===== src/rtl/rf_pkg.sv =====
`default_nettype none
// ============================================================================
// Module   : rf_pkg
// Purpose  : Shared widths, source encoding and arbitration limit for the
//            register-file write-back stage.
// Revision : 1.0 - initial release
// ============================================================================
package rf_pkg;

    localparam int RF_ADDR_WIDTH = 5;
    localparam int RF_DATA_WIDTH = 32;
    localparam int NUM_REGS      = 2 ** RF_ADDR_WIDTH;

    typedef enum logic [1:0] {
        SRC_NONE = 2'd0,
        SRC_ALU  = 2'd1,
        SRC_LSU  = 2'd2
    } src_e;

    // Consecutive LSU wins tolerated while an ALU result waits at its head.
    localparam logic [1:0] LSU_STREAK_MAX = 2'd2;

endpackage : rf_pkg
`default_nettype wire


===== src/rtl/rf_writeback_if.sv =====
`default_nettype none
// ============================================================================
// Module   : rf_writeback_if
// Purpose  : Producer handshakes, issue notification, busy bitmap and
//            register-file write port of the write-back stage.
// Revision : 1.0 - initial release
// ============================================================================
interface rf_writeback_if #(
    parameter int ADDR_WIDTH = 5,
    parameter int DATA_WIDTH = 32
);
    logic                       alu_valid;
    logic                       alu_ready;
    logic [ADDR_WIDTH-1:0]      alu_rd;
    logic [DATA_WIDTH-1:0]      alu_data;

    logic                       lsu_valid;
    logic                       lsu_ready;
    logic [ADDR_WIDTH-1:0]      lsu_rd;
    logic [DATA_WIDTH-1:0]      lsu_data;

    logic                       issue_valid;
    logic [ADDR_WIDTH-1:0]      issue_rd;
    logic [(2**ADDR_WIDTH)-1:0] busy;

    logic                       rf_wen;
    logic [ADDR_WIDTH-1:0]      rf_rd;
    logic [DATA_WIDTH-1:0]      rf_wdata;

    modport master (
        output alu_valid, alu_rd, alu_data,
        output lsu_valid, lsu_rd, lsu_data,
        output issue_valid, issue_rd,
        input  alu_ready, lsu_ready, busy,
        input  rf_wen, rf_rd, rf_wdata
    );

    modport slave (
        input  alu_valid, alu_rd, alu_data,
        input  lsu_valid, lsu_rd, lsu_data,
        input  issue_valid, issue_rd,
        output alu_ready, lsu_ready, busy,
        output rf_wen, rf_rd, rf_wdata
    );

endinterface : rf_writeback_if
`default_nettype wire


===== src/rtl/wb_fifo.sv =====
`default_nettype none
// ============================================================================
// Module   : wb_fifo
// Purpose  : Small synchronous FIFO buffering one producer's results;
//            full/empty distinguished by an extra pointer bit.
// Revision : 1.0 - initial release
// ============================================================================
module wb_fifo #(
    parameter int WIDTH = 37,
    parameter int DEPTH = 2
) (
    input  wire logic             clk,
    input  wire logic             rst_n,
    input  wire logic             i_push,
    input  wire logic [WIDTH-1:0] i_push_data,
    input  wire logic             i_pop,
    output logic      [WIDTH-1:0] o_pop_data,
    output logic                  o_full,
    output logic                  o_empty
);

    localparam int                c_ptr_w   = $clog2(DEPTH);
    localparam logic [c_ptr_w:0]  c_ptr_one = {{c_ptr_w{1'b0}}, 1'b1};

    logic [WIDTH-1:0] r_mem [DEPTH];
    logic [c_ptr_w:0] r_wr_ptr;
    logic [c_ptr_w:0] r_rd_ptr;
    logic             w_do_push;
    logic             w_do_pop;

    assign w_do_push = i_push && !o_full;
    assign w_do_pop  = i_pop && !o_empty;

    assign o_empty    = (r_wr_ptr == r_rd_ptr);
    assign o_full     = (r_wr_ptr[c_ptr_w] != r_rd_ptr[c_ptr_w]) &&
                        (r_wr_ptr[c_ptr_w-1:0] == r_rd_ptr[c_ptr_w-1:0]);
    assign o_pop_data = r_mem[r_rd_ptr[c_ptr_w-1:0]];

    always_ff @(posedge clk or negedge rst_n) begin
        if (!rst_n) begin
            r_wr_ptr <= '0;
            r_rd_ptr <= '0;
        end else begin
            if (w_do_push) r_wr_ptr <= r_wr_ptr + c_ptr_one;
            if (w_do_pop)  r_rd_ptr <= r_rd_ptr + c_ptr_one;
        end
    end

    // Storage carries no reset; validity is tracked by the pointers alone.
    always_ff @(posedge clk) begin
        if (w_do_push) r_mem[r_wr_ptr[c_ptr_w-1:0]] <= i_push_data;
    end

endmodule : wb_fifo
`default_nettype wire


===== src/rtl/rf_writeback.sv =====
`default_nettype none
// ============================================================================
// Module   : rf_writeback
// Purpose  : Write-back stage: buffers ALU/LSU results, arbitrates one
//            register-file write per cycle, tracks pending-write busy bits.
// Revision : 1.0 - initial release
// ============================================================================
module rf_writeback
    import rf_pkg::*;
#(
    parameter int ADDR_WIDTH = RF_ADDR_WIDTH,
    parameter int DATA_WIDTH = RF_DATA_WIDTH,
    parameter int FIFO_DEPTH = 2
) (
    input  wire logic     clk,
    input  wire logic     rst_n,
    rf_writeback_if.slave bus
);

    localparam int c_entry_w  = ADDR_WIDTH + DATA_WIDTH;
    localparam int c_num_regs = 2 ** ADDR_WIDTH;

    logic                  w_alu_full;
    logic                  w_alu_empty;
    logic [c_entry_w-1:0]  w_alu_head;
    logic                  w_lsu_full;
    logic                  w_lsu_empty;
    logic [c_entry_w-1:0]  w_lsu_head;

    src_e                  w_winner;
    logic [c_entry_w-1:0]  w_win_entry;
    logic [ADDR_WIDTH-1:0] w_win_rd;
    logic [DATA_WIDTH-1:0] w_win_data;
    logic [c_num_regs-1:0] w_busy_next;

    logic [1:0]            r_lsu_streak;
    logic                  r_wen;
    logic [ADDR_WIDTH-1:0] r_rd;
    logic [DATA_WIDTH-1:0] r_wdata;
    logic [c_num_regs-1:0] r_busy;

    wb_fifo #(
        .WIDTH (c_entry_w),
        .DEPTH (FIFO_DEPTH)
    ) u_alu_fifo (
        .clk         (clk),
        .rst_n       (rst_n),
        .i_push      (bus.alu_valid),
        .i_push_data ({bus.alu_rd, bus.alu_data}),
        .i_pop       (w_winner == SRC_ALU),
        .o_pop_data  (w_alu_head),
        .o_full      (w_alu_full),
        .o_empty     (w_alu_empty)
    );

    wb_fifo #(
        .WIDTH (c_entry_w),
        .DEPTH (FIFO_DEPTH)
    ) u_lsu_fifo (
        .clk         (clk),
        .rst_n       (rst_n),
        .i_push      (bus.lsu_valid),
        .i_push_data ({bus.lsu_rd, bus.lsu_data}),
        .i_pop       (w_winner == SRC_LSU),
        .o_pop_data  (w_lsu_head),
        .o_full      (w_lsu_full),
        .o_empty     (w_lsu_empty)
    );

    assign bus.alu_ready = !w_alu_full;
    assign bus.lsu_ready = !w_lsu_full;

    // LSU wins unless the ALU head has already been passed over LSU_STREAK_MAX times.
    always_comb begin
        w_winner = SRC_NONE;
        if (!w_lsu_empty && !(!w_alu_empty && (r_lsu_streak == LSU_STREAK_MAX))) begin
            w_winner = SRC_LSU;
        end else if (!w_alu_empty) begin
            w_winner = SRC_ALU;
        end
    end

    assign w_win_entry = (w_winner == SRC_LSU) ? w_lsu_head : w_alu_head;
    assign w_win_rd    = w_win_entry[c_entry_w-1 -: ADDR_WIDTH];
    assign w_win_data  = w_win_entry[DATA_WIDTH-1:0];

    // A new issue to the register being written this edge keeps its bit set.
    always_comb begin
        w_busy_next = r_busy;
        if (r_wen) begin
            w_busy_next[r_rd] = 1'b0;
        end
        if (bus.issue_valid && (bus.issue_rd != '0)) begin
            w_busy_next[bus.issue_rd] = 1'b1;
        end
        w_busy_next[0] = 1'b0;
    end

    always_ff @(posedge clk or negedge rst_n) begin
        if (!rst_n) begin
            r_lsu_streak <= 2'd0;
            r_wen        <= 1'b0;
            r_rd         <= '0;
            r_wdata      <= '0;
            r_busy       <= '0;
        end else begin
            r_busy <= w_busy_next;

            if (w_alu_empty || (w_winner == SRC_ALU)) begin
                r_lsu_streak <= 2'd0;
            end else if (w_winner == SRC_LSU) begin
                r_lsu_streak <= r_lsu_streak + 2'd1;
            end

            // Writes to x0 are consumed but never reach the register file.
            if ((w_winner != SRC_NONE) && (w_win_rd != '0)) begin
                r_wen   <= 1'b1;
                r_rd    <= w_win_rd;
                r_wdata <= w_win_data;
            end else begin
                r_wen   <= 1'b0;
            end
        end
    end

    assign bus.busy     = r_busy;
    assign bus.rf_wen   = r_wen;
    assign bus.rf_rd    = r_rd;
    assign bus.rf_wdata = r_wdata;

endmodule : rf_writeback
`default_nettype wire

===== src/flat_wrapper.sv =====
// flat-port wrapper written by rule: the top's interface ports become plain ports
module rf_writeback_flat import rf_pkg::*;
#(
    parameter int ADDR_WIDTH = RF_ADDR_WIDTH,
    parameter int DATA_WIDTH = RF_DATA_WIDTH,
    parameter int FIFO_DEPTH = 2
)
  (clk, rst_n, bus_alu_valid, bus_alu_rd, bus_alu_data, bus_lsu_valid, bus_lsu_rd, bus_lsu_data, bus_issue_valid, bus_issue_rd, bus_alu_ready, bus_lsu_ready, bus_busy, bus_rf_wen, bus_rf_rd, bus_rf_wdata);
  rf_writeback_if #(.ADDR_WIDTH(ADDR_WIDTH), .DATA_WIDTH(DATA_WIDTH)) bus_i ();
  input  wire logic clk;
  input  wire logic rst_n;
  input wire logic [$bits(bus_i.alu_valid)-1:0] bus_alu_valid;
  input wire logic [$bits(bus_i.alu_rd)-1:0] bus_alu_rd;
  input wire logic [$bits(bus_i.alu_data)-1:0] bus_alu_data;
  input wire logic [$bits(bus_i.lsu_valid)-1:0] bus_lsu_valid;
  input wire logic [$bits(bus_i.lsu_rd)-1:0] bus_lsu_rd;
  input wire logic [$bits(bus_i.lsu_data)-1:0] bus_lsu_data;
  input wire logic [$bits(bus_i.issue_valid)-1:0] bus_issue_valid;
  input wire logic [$bits(bus_i.issue_rd)-1:0] bus_issue_rd;
  output wire logic [$bits(bus_i.alu_ready)-1:0] bus_alu_ready;
  output wire logic [$bits(bus_i.lsu_ready)-1:0] bus_lsu_ready;
  output wire logic [$bits(bus_i.busy)-1:0] bus_busy;
  output wire logic [$bits(bus_i.rf_wen)-1:0] bus_rf_wen;
  output wire logic [$bits(bus_i.rf_rd)-1:0] bus_rf_rd;
  output wire logic [$bits(bus_i.rf_wdata)-1:0] bus_rf_wdata;
  assign bus_i.alu_valid = bus_alu_valid;
  assign bus_i.alu_rd = bus_alu_rd;
  assign bus_i.alu_data = bus_alu_data;
  assign bus_i.lsu_valid = bus_lsu_valid;
  assign bus_i.lsu_rd = bus_lsu_rd;
  assign bus_i.lsu_data = bus_lsu_data;
  assign bus_i.issue_valid = bus_issue_valid;
  assign bus_i.issue_rd = bus_issue_rd;
  assign bus_alu_ready = bus_i.alu_ready;
  assign bus_lsu_ready = bus_i.lsu_ready;
  assign bus_busy = bus_i.busy;
  assign bus_rf_wen = bus_i.rf_wen;
  assign bus_rf_rd = bus_i.rf_rd;
  assign bus_rf_wdata = bus_i.rf_wdata;
  rf_writeback #(.ADDR_WIDTH(ADDR_WIDTH), .DATA_WIDTH(DATA_WIDTH), .FIFO_DEPTH(FIFO_DEPTH)) u_core (.clk(clk), .rst_n(rst_n), .bus(bus_i));
endmodule

===== config.mk =====
export PLATFORM = sky130hd
export DESIGN_NAME = rf_writeback_flat
export DESIGN_NICKNAME = d
export VERILOG_FILES = /design/src/rtl/rf_pkg.sv /design/src/rtl/rf_writeback_if.sv /design/src/rtl/wb_fifo.sv /design/src/rtl/rf_writeback.sv /design/src/flat_wrapper.sv
export SDC_FILE = /design/constraint.sdc
export NUM_CORES = 1
export LEC_CHECK = 0
export CAP_MARGIN = 30
export CORE_MARGIN = 8
export CORE_UTILIZATION = 57
export CTS_CLUSTER_DIAMETER = 30
export DETAILED_ROUTE_END_ITERATION = 8
export PLACE_DENSITY_LB_ADDON = 0.15
export SLEW_MARGIN = 20
export SYNTH_ARGS = -nofsm -noshare
export SYNTH_HDL_FRONTEND = slang
export SYNTH_SLANG_ARGS = --single-unit
export TNS_END_PERCENT = 30

===== constraint.sdc =====
create_clock -name clk -period 6.1 [get_ports clk]
set_clock_uncertainty 0.1 [all_clocks]
set_input_delay 1.22 -clock clk [delete_from_list [all_inputs] [get_ports clk]]
set_output_delay 1.22 -clock clk [all_outputs]
set_load 0.005 [all_outputs]

# --- Yosys cells after proc, flatten, opt, wreduce, memory -nomap -nowiden ---
# Memories as Yosys holds them, arrays and structs flattened.
# Index checks and enable logic that the tools add are counted.
# W data, S select, Z words.
totals:
  reg_bits: 79
  elab_cells: 70
  n_memories: 2
  ram_bits: 148
memory_table:
  columns: ["name", "words", "width", "read_ports", "rd_clocked_by_memory_dff", "wr", "line", "source"]
  rows:
  - ["u_core.u_alu_fifo.r_mem", 2, 37, 1, 0, 1, "wb_fifo.sv:25", "logic [WIDTH-1:0] r_mem [DEPTH];"]
  - ["u_core.u_lsu_fifo.r_mem", 2, 37, 1, 0, 1, "wb_fifo.sv:25", null]
op_classes:
  n_mux: 16
  n_eq_ne: 9
  magnitude_cmp: 4
  bitwise: 3
  n_reduce_logical: 22
  n_addsub: 5
ops:
  columns: ["operator", "count"]
  rows:
  - ["$mux W32", 2]
  - ["$mux W37", 1]
  - ["$and A32 B32 Y32", 1]
  - ["$not A32 Y32", 1]
  - ["$or A32 B32 Y32", 1]
  - ["$logic_and A1 B1 Y1", 12]
  - ["$lt A5 B6 Y1 const B", 2]
  - ["$add A2 B1 Y2 const B", 5]
  - ["$demux W1 S5", 2]
  - ["$ge A5 B1 Y1 const B", 2]
  - ["$reduce_bool A5 Y1", 2]
  - ["$mux W1", 8]
  - ["$mux W2", 3]
  - ["$logic_not A1 Y1", 5]
  - ["$eq A2 B2 Y1", 2]
  - ["$eq A2 B2 Y1 const B", 2]
  - ["$reduce_bool A2 Y1", 2]
  - ["$eq A1 B1 Y1", 2]
  - ["$eq A2 B1 Y1 const B", 1]
  - ["$ne A1 B1 Y1", 2]
  - ["$logic_or A1 B1 Y1", 1]

# --- Logic depth before layout (Yosys ltp) ---
logic_depth:
  word_depth: 11
  depth_mapped: 8

# --- Hierarchy ---
# Synthesis repeated with hierarchy kept, for this count alone.
hier_totals:
  hier_cells: 553
  hier_area_um2: 9326.4
modules_own_cells:
  columns: ["mod", "seq_area_each_um2", "instances", "area_per_inst_um2", "cells_each"]
  rows:
  - ["wb_fifo", 2322.2, 2, 2961.6, 143]
  - ["rf_writeback", 1776.7, 1, 3403.3, 267]

# --- Least setup slack after synthesis ---
# Ideal clock, no wire load.
synth_timing:
  path_kind: "input to register"
  from: "in bus_alu_valid"
  to: "mem u_core.u_alu_fifo.r_mem[0][0] (enable)"
  slack_ps: 2714
  n_path_buf: 0
  t_required_ps: 5569
  arrival_ps: 2854
  stages: 2
  path_cell_list: "nand2_1 > nor2_1"
synth_via:
  elab_chain_cells: 3
synth_rtl:
  columns: ["item", "line", "source"]
  rows:
  - ["start: declaration", "flat_wrapper.sv:12", "input wire logic [$bits(bus_i.alu_valid)-1:0] bus_alu_valid;"]
  - ["$logic_and A1 B1 Y1", "wb_fifo.sv:31", "assign w_do_push = i_push && !o_full;"]
  - ["$mux W1", "wb_fifo.sv:51", "if (w_do_push) r_mem[r_wr_ptr[c_ptr_w-1:0]] <= i_push_data;"]
  - ["$mux W1 (not written as such)", "wb_fifo.sv:51", null]
  - ["end: declaration", "wb_fifo.sv:25", null]
# No other way between the ends.

# --- Final worst setup path ---
layout_timing:
  from: "reg u_core.u_alu_fifo.r_rd_ptr[0]"
  to: "out bus_alu_ready"
layout_via:
  elab_chain_cells: 3
layout_rtl:
  columns: ["item", "line", "source"]
  rows:
  - ["start: declaration", "wb_fifo.sv:27", "logic [c_ptr_w:0] r_rd_ptr;"]
  - ["start signal: assignment", "wb_fifo.sv:45", "if (w_do_pop) r_rd_ptr <= r_rd_ptr + c_ptr_one;"]
  - ["$eq A1 B1 Y1", "wb_fifo.sv:36", "(r_wr_ptr[c_ptr_w-1:0] == r_rd_ptr[c_ptr_w-1:0]);"]
  - ["$logic_and A1 B1 Y1", "wb_fifo.sv:35", "assign o_full = (r_wr_ptr[c_ptr_w] != r_rd_ptr[c_ptr_w]) &&"]
  - ["$logic_not A1 Y1", "rf_writeback.sv:70", "assign bus.alu_ready = !w_alu_full;"]
  - ["end: declaration", "flat_wrapper.sv:20", "output wire logic [$bits(bus_i.alu_ready)-1:0] bus_alu_ready;"]
# No other way between the ends.

==> impl_metrics.yaml <==
clock_network:
  clock_sinks: 227
  post_cts_resized: 0
  cts.path.max_buffers: 3
  insertion_delay_ps: 520
  cts_setup_buffers: 0
  cts_max_level: 2
  cts_root_buf: "clkbuf_16"
  ctsHoldBuffers: 0
  cts.clk_slew.worst_paths_ps: 50
  tritoncts: "built"
  numCtsBuffers: 41
setup_path:
  cp-end-kind: "primary output"
  arrival_ps: 2350
  r2r_start: "u_core.u_lsu_fifo.r_rd_ptr[0]$_DFFE_PN0P_"
  path_max_fanout: 43
  r2r_end: "u_core.bus.rf_rd[0]$_DFFE_PN0P_"
  setup.worst_path.class: "register to primary output"
  rr_worst_depth: 8
  startpoint_type: "register"
  r2r_setup_slack_ps: 2900
  cp.required_ps: 4780
logic_synthesis:
  yosysMostFrequentCell: "edfxtp_1"
  synth-edff-count: 148
  synth_top_area_share_pct: 49.81
  async_flop_share_pct: 34.80
  synth_largest_area_cell: "edfxtp_1"
  synth_nets: 633
  netlist_instances: 548
  yosysWarnings: 0
  synth.cell_area_um2: 8922
  synth.avg_cell_area_um2: 16.28
  ys_seq_area_share_pct: 71.97
  ys_ff_latch: 227
  synth_area_leaders: "edfxtp_1 (50%), dfrtp_1 (22%), mux2i_1 (8.3%)"
  ys_top_cells_by_count: "edfxtp_1 (148), dfrtp_1 (79), mux2i_1 (74)"
  synth.distinct_cells: 42
  synth_ff_type: "edfxtp_1"
floorplan:
  io_pins: 156
  die_x_um: 141.1
  rows: 45
  core_um2: 15260
  die-height_um: 141.1
  die_area_um2: 19910
  initial_core_util_pct: 58.47
route:
  vias: 5681
  ant_nets: 0
  drc: 0
  dr.pass1.iters: 5
  first_iter_violations: 407
  routed_wl_um: 21900
  routedWlPerCell_um: 22.60
  viasPerCell: 5.863
grt:
  grt_pass1_wl_um: 33750
  grt_pass1_vias: 6266
  grt_overflow: 0
  track_usage_pct: 21.84
  grt_max_degree: 59
  grt_antenna_before_repair: 0
sta:
  hold_viol_final: 0
  fin_crit_sh_pct: 60.16
  slew_headroom_pct: 47.67
  tightest_slew_ps: 785.0
  drv_slew: 0
  timing.fmax_ghz: 0.2725
  setup_viol: 0
  timing.setup.tns_ps: 0
  rsz0062_at_grt: "no"
  period_minus_slack_ps: 3670
power:
  leakage_nw: 4.479
  vdd_drop_max_v: 0.0004110
  p_per_area_nw_per_um2: 645.8
placed_design:
  place_area_um2: 10730
  portBuffers: 154
  post-dp-hpwl_um: 13840
  routabilityCongestion: 0.8483
run_status:
  status: "completed"
hold_path:
  hold_start: "u_core.u_alu_fifo.r_rd_ptr[1]$_DFFE_PN0P_"
  hold_path_end: "u_core.u_alu_fifo.r_rd_ptr[1]$_DFFE_PN0P_"
  hold_path_class: "register to register"
  min_delay_path_depth: 1
finish:
  num_antenna_cells: 0
  area_delta_synth_final_pct: 35.75
  nNetsFinal: 812
  nFillCells: 866
  final_area_um2: 12110
  drive_above_1_share_pct: 17.41
flow_run:
  maxCapViolCount: 0
cell usage in the layout, fill, tap and decap left out, types with 5 or more instances in the layout:
| cell | instances |
|---|---|
| nor4_1 | 5 |
| nor2_1 | 8 |
| mux2i_1 | 74 |
| dfrtp_1 | 77 |
| clkbuf_16 | 42 |
| o21ai_0 | 63 |
| xnor2_1 | 9 |
| nor3_1 | 35 |
| nand3b_1 | 10 |
| a221oi_2 | 34 |
| nand2_1 | 7 |
| edfxtp_1 | 148 |
| or3b_2 | 5 |
| clkinv_2 | 6 |
| clkinvlp_4 | 5 |
| buf_4 | 7 |
| clkdlybuf4s50_1 | 153 |
metal layers:
layer / wire length (um) / global-route usage, % / share of wire, % / vias up
li1: - / - / - / 2519
met1: 8631 / 25.56 / 39 / 2846
met2: 11000 / 37.36 / 50 / 273
met3: 1777 / 6.381 / 8.1 / 43
met4: 495 / 8.484 / 2.3 / 0
met5: 0 / 0 / 0 / -
logic make-up after synthesis:
family                     after synthesis  synth area share [%]
AOI/OAI and AO/OA                      110                 10.52
xor gates and xnor gates                12                 1.262
adders and majority gates                1                0.1402
buffers and inverters                   32                 2.061
DFF                                    227                 71.97
muxes                                   75                 8.428
other                                    1               0.04203
and+or+nand+nor                         90                 5.581
area by class of cell:
type	count	area, um2	area share [%]
Sequential cell	227	6424	53.04
Multi-Input combinational cell	289	2340	19.32
Timing Repair Buffer	166	1718	14.18
Clock buffer	46	1086	8.967
Clock inverter	28	272.8	2.252
Tap cell	211	264.0	2.180
Inverter	2	7.507	0.06198
power breakdown:
| part | total [W] | switching (W) | internal [W] |
|---|---|---|---|
| combinational | 0.00300 | 0.00162 | 0.00138 |
| clock | 0.00219 | 0.000767 | 0.00142 |
| sequential | 0.00263 | 0.000316 | 0.00232 |
| total | 0.00782 | 0.00270 | 0.00512 |
metrics by stage:
stage	hold WS (ps)	power, W	util (%)	instances	setup WS, ps
3_5_place_dp	386.2	0.005601	70.29	894	2911
2_1_floorplan	361.7	0.004504	-	548	2715
4_1_cts	395.3	0.007843	79.20	968	2403
3_3_place_gp	377.7	0.005388	69.59	889	2653
5_1_grt	412.4	0.008201	79.38	969	2291
6_report	394.1	0.007822	79.38	969	2430
worst max path at each step:
stage | from | endpoint | cells past startpoint
final | u_core.u_alu_fifo.r_rd_ptr[0]$_DFFE_PN0P_ | bus_alu_ready | 4
after floorplan | bus_alu_valid | u_core.u_alu_fifo.r_mem[0][0]$_DFFE_PP_ | 2
after CTS | u_core.u_alu_fifo.r_rd_ptr[0]$_DFFE_PN0P_ | bus_alu_ready | 4
after global placement | u_core.u_lsu_fifo.r_rd_ptr[0]$_DFFE_PN0P_ | u_core.bus.rf_rd[0]$_DFFE_PN0P_ | 7
after detailed placement | u_core.u_lsu_fifo.r_rd_ptr[0]$_DFFE_PN0P_ | u_core.bus.rf_rd[0]$_DFFE_PN0P_ | 8
after global routing | u_core.u_alu_fifo.r_rd_ptr[0]$_DFFE_PN0P_ | bus_alu_ready | 4
worst max-delay path, stage by stage, from the launching register on:
cell             delay, ps
dfrtp_2                340
buf_4                  620
xnor2_2                180
nand2b_1               170
clkdlybuf4s50_1        540
flip-flops by register name (all words and copies together) (netlist names):
register                    flops
u_core.u_lsu_fifo.r_mem        74
u_core.bus.rf_wen               1
u_core.u_alu_fifo.r_wr_ptr      2
u_core.u_lsu_fifo.r_rd_ptr      2
u_core.u_alu_fifo.r_mem        74
u_core.bus.rf_wdata            32
u_core.bus.busy                31
u_core.r_lsu_streak             2
u_core.u_lsu_fifo.r_wr_ptr      2
u_core.bus.rf_rd                5
u_core.u_alu_fifo.r_rd_ptr      2
Note: power is estimated with default switching activity, not from simulation.
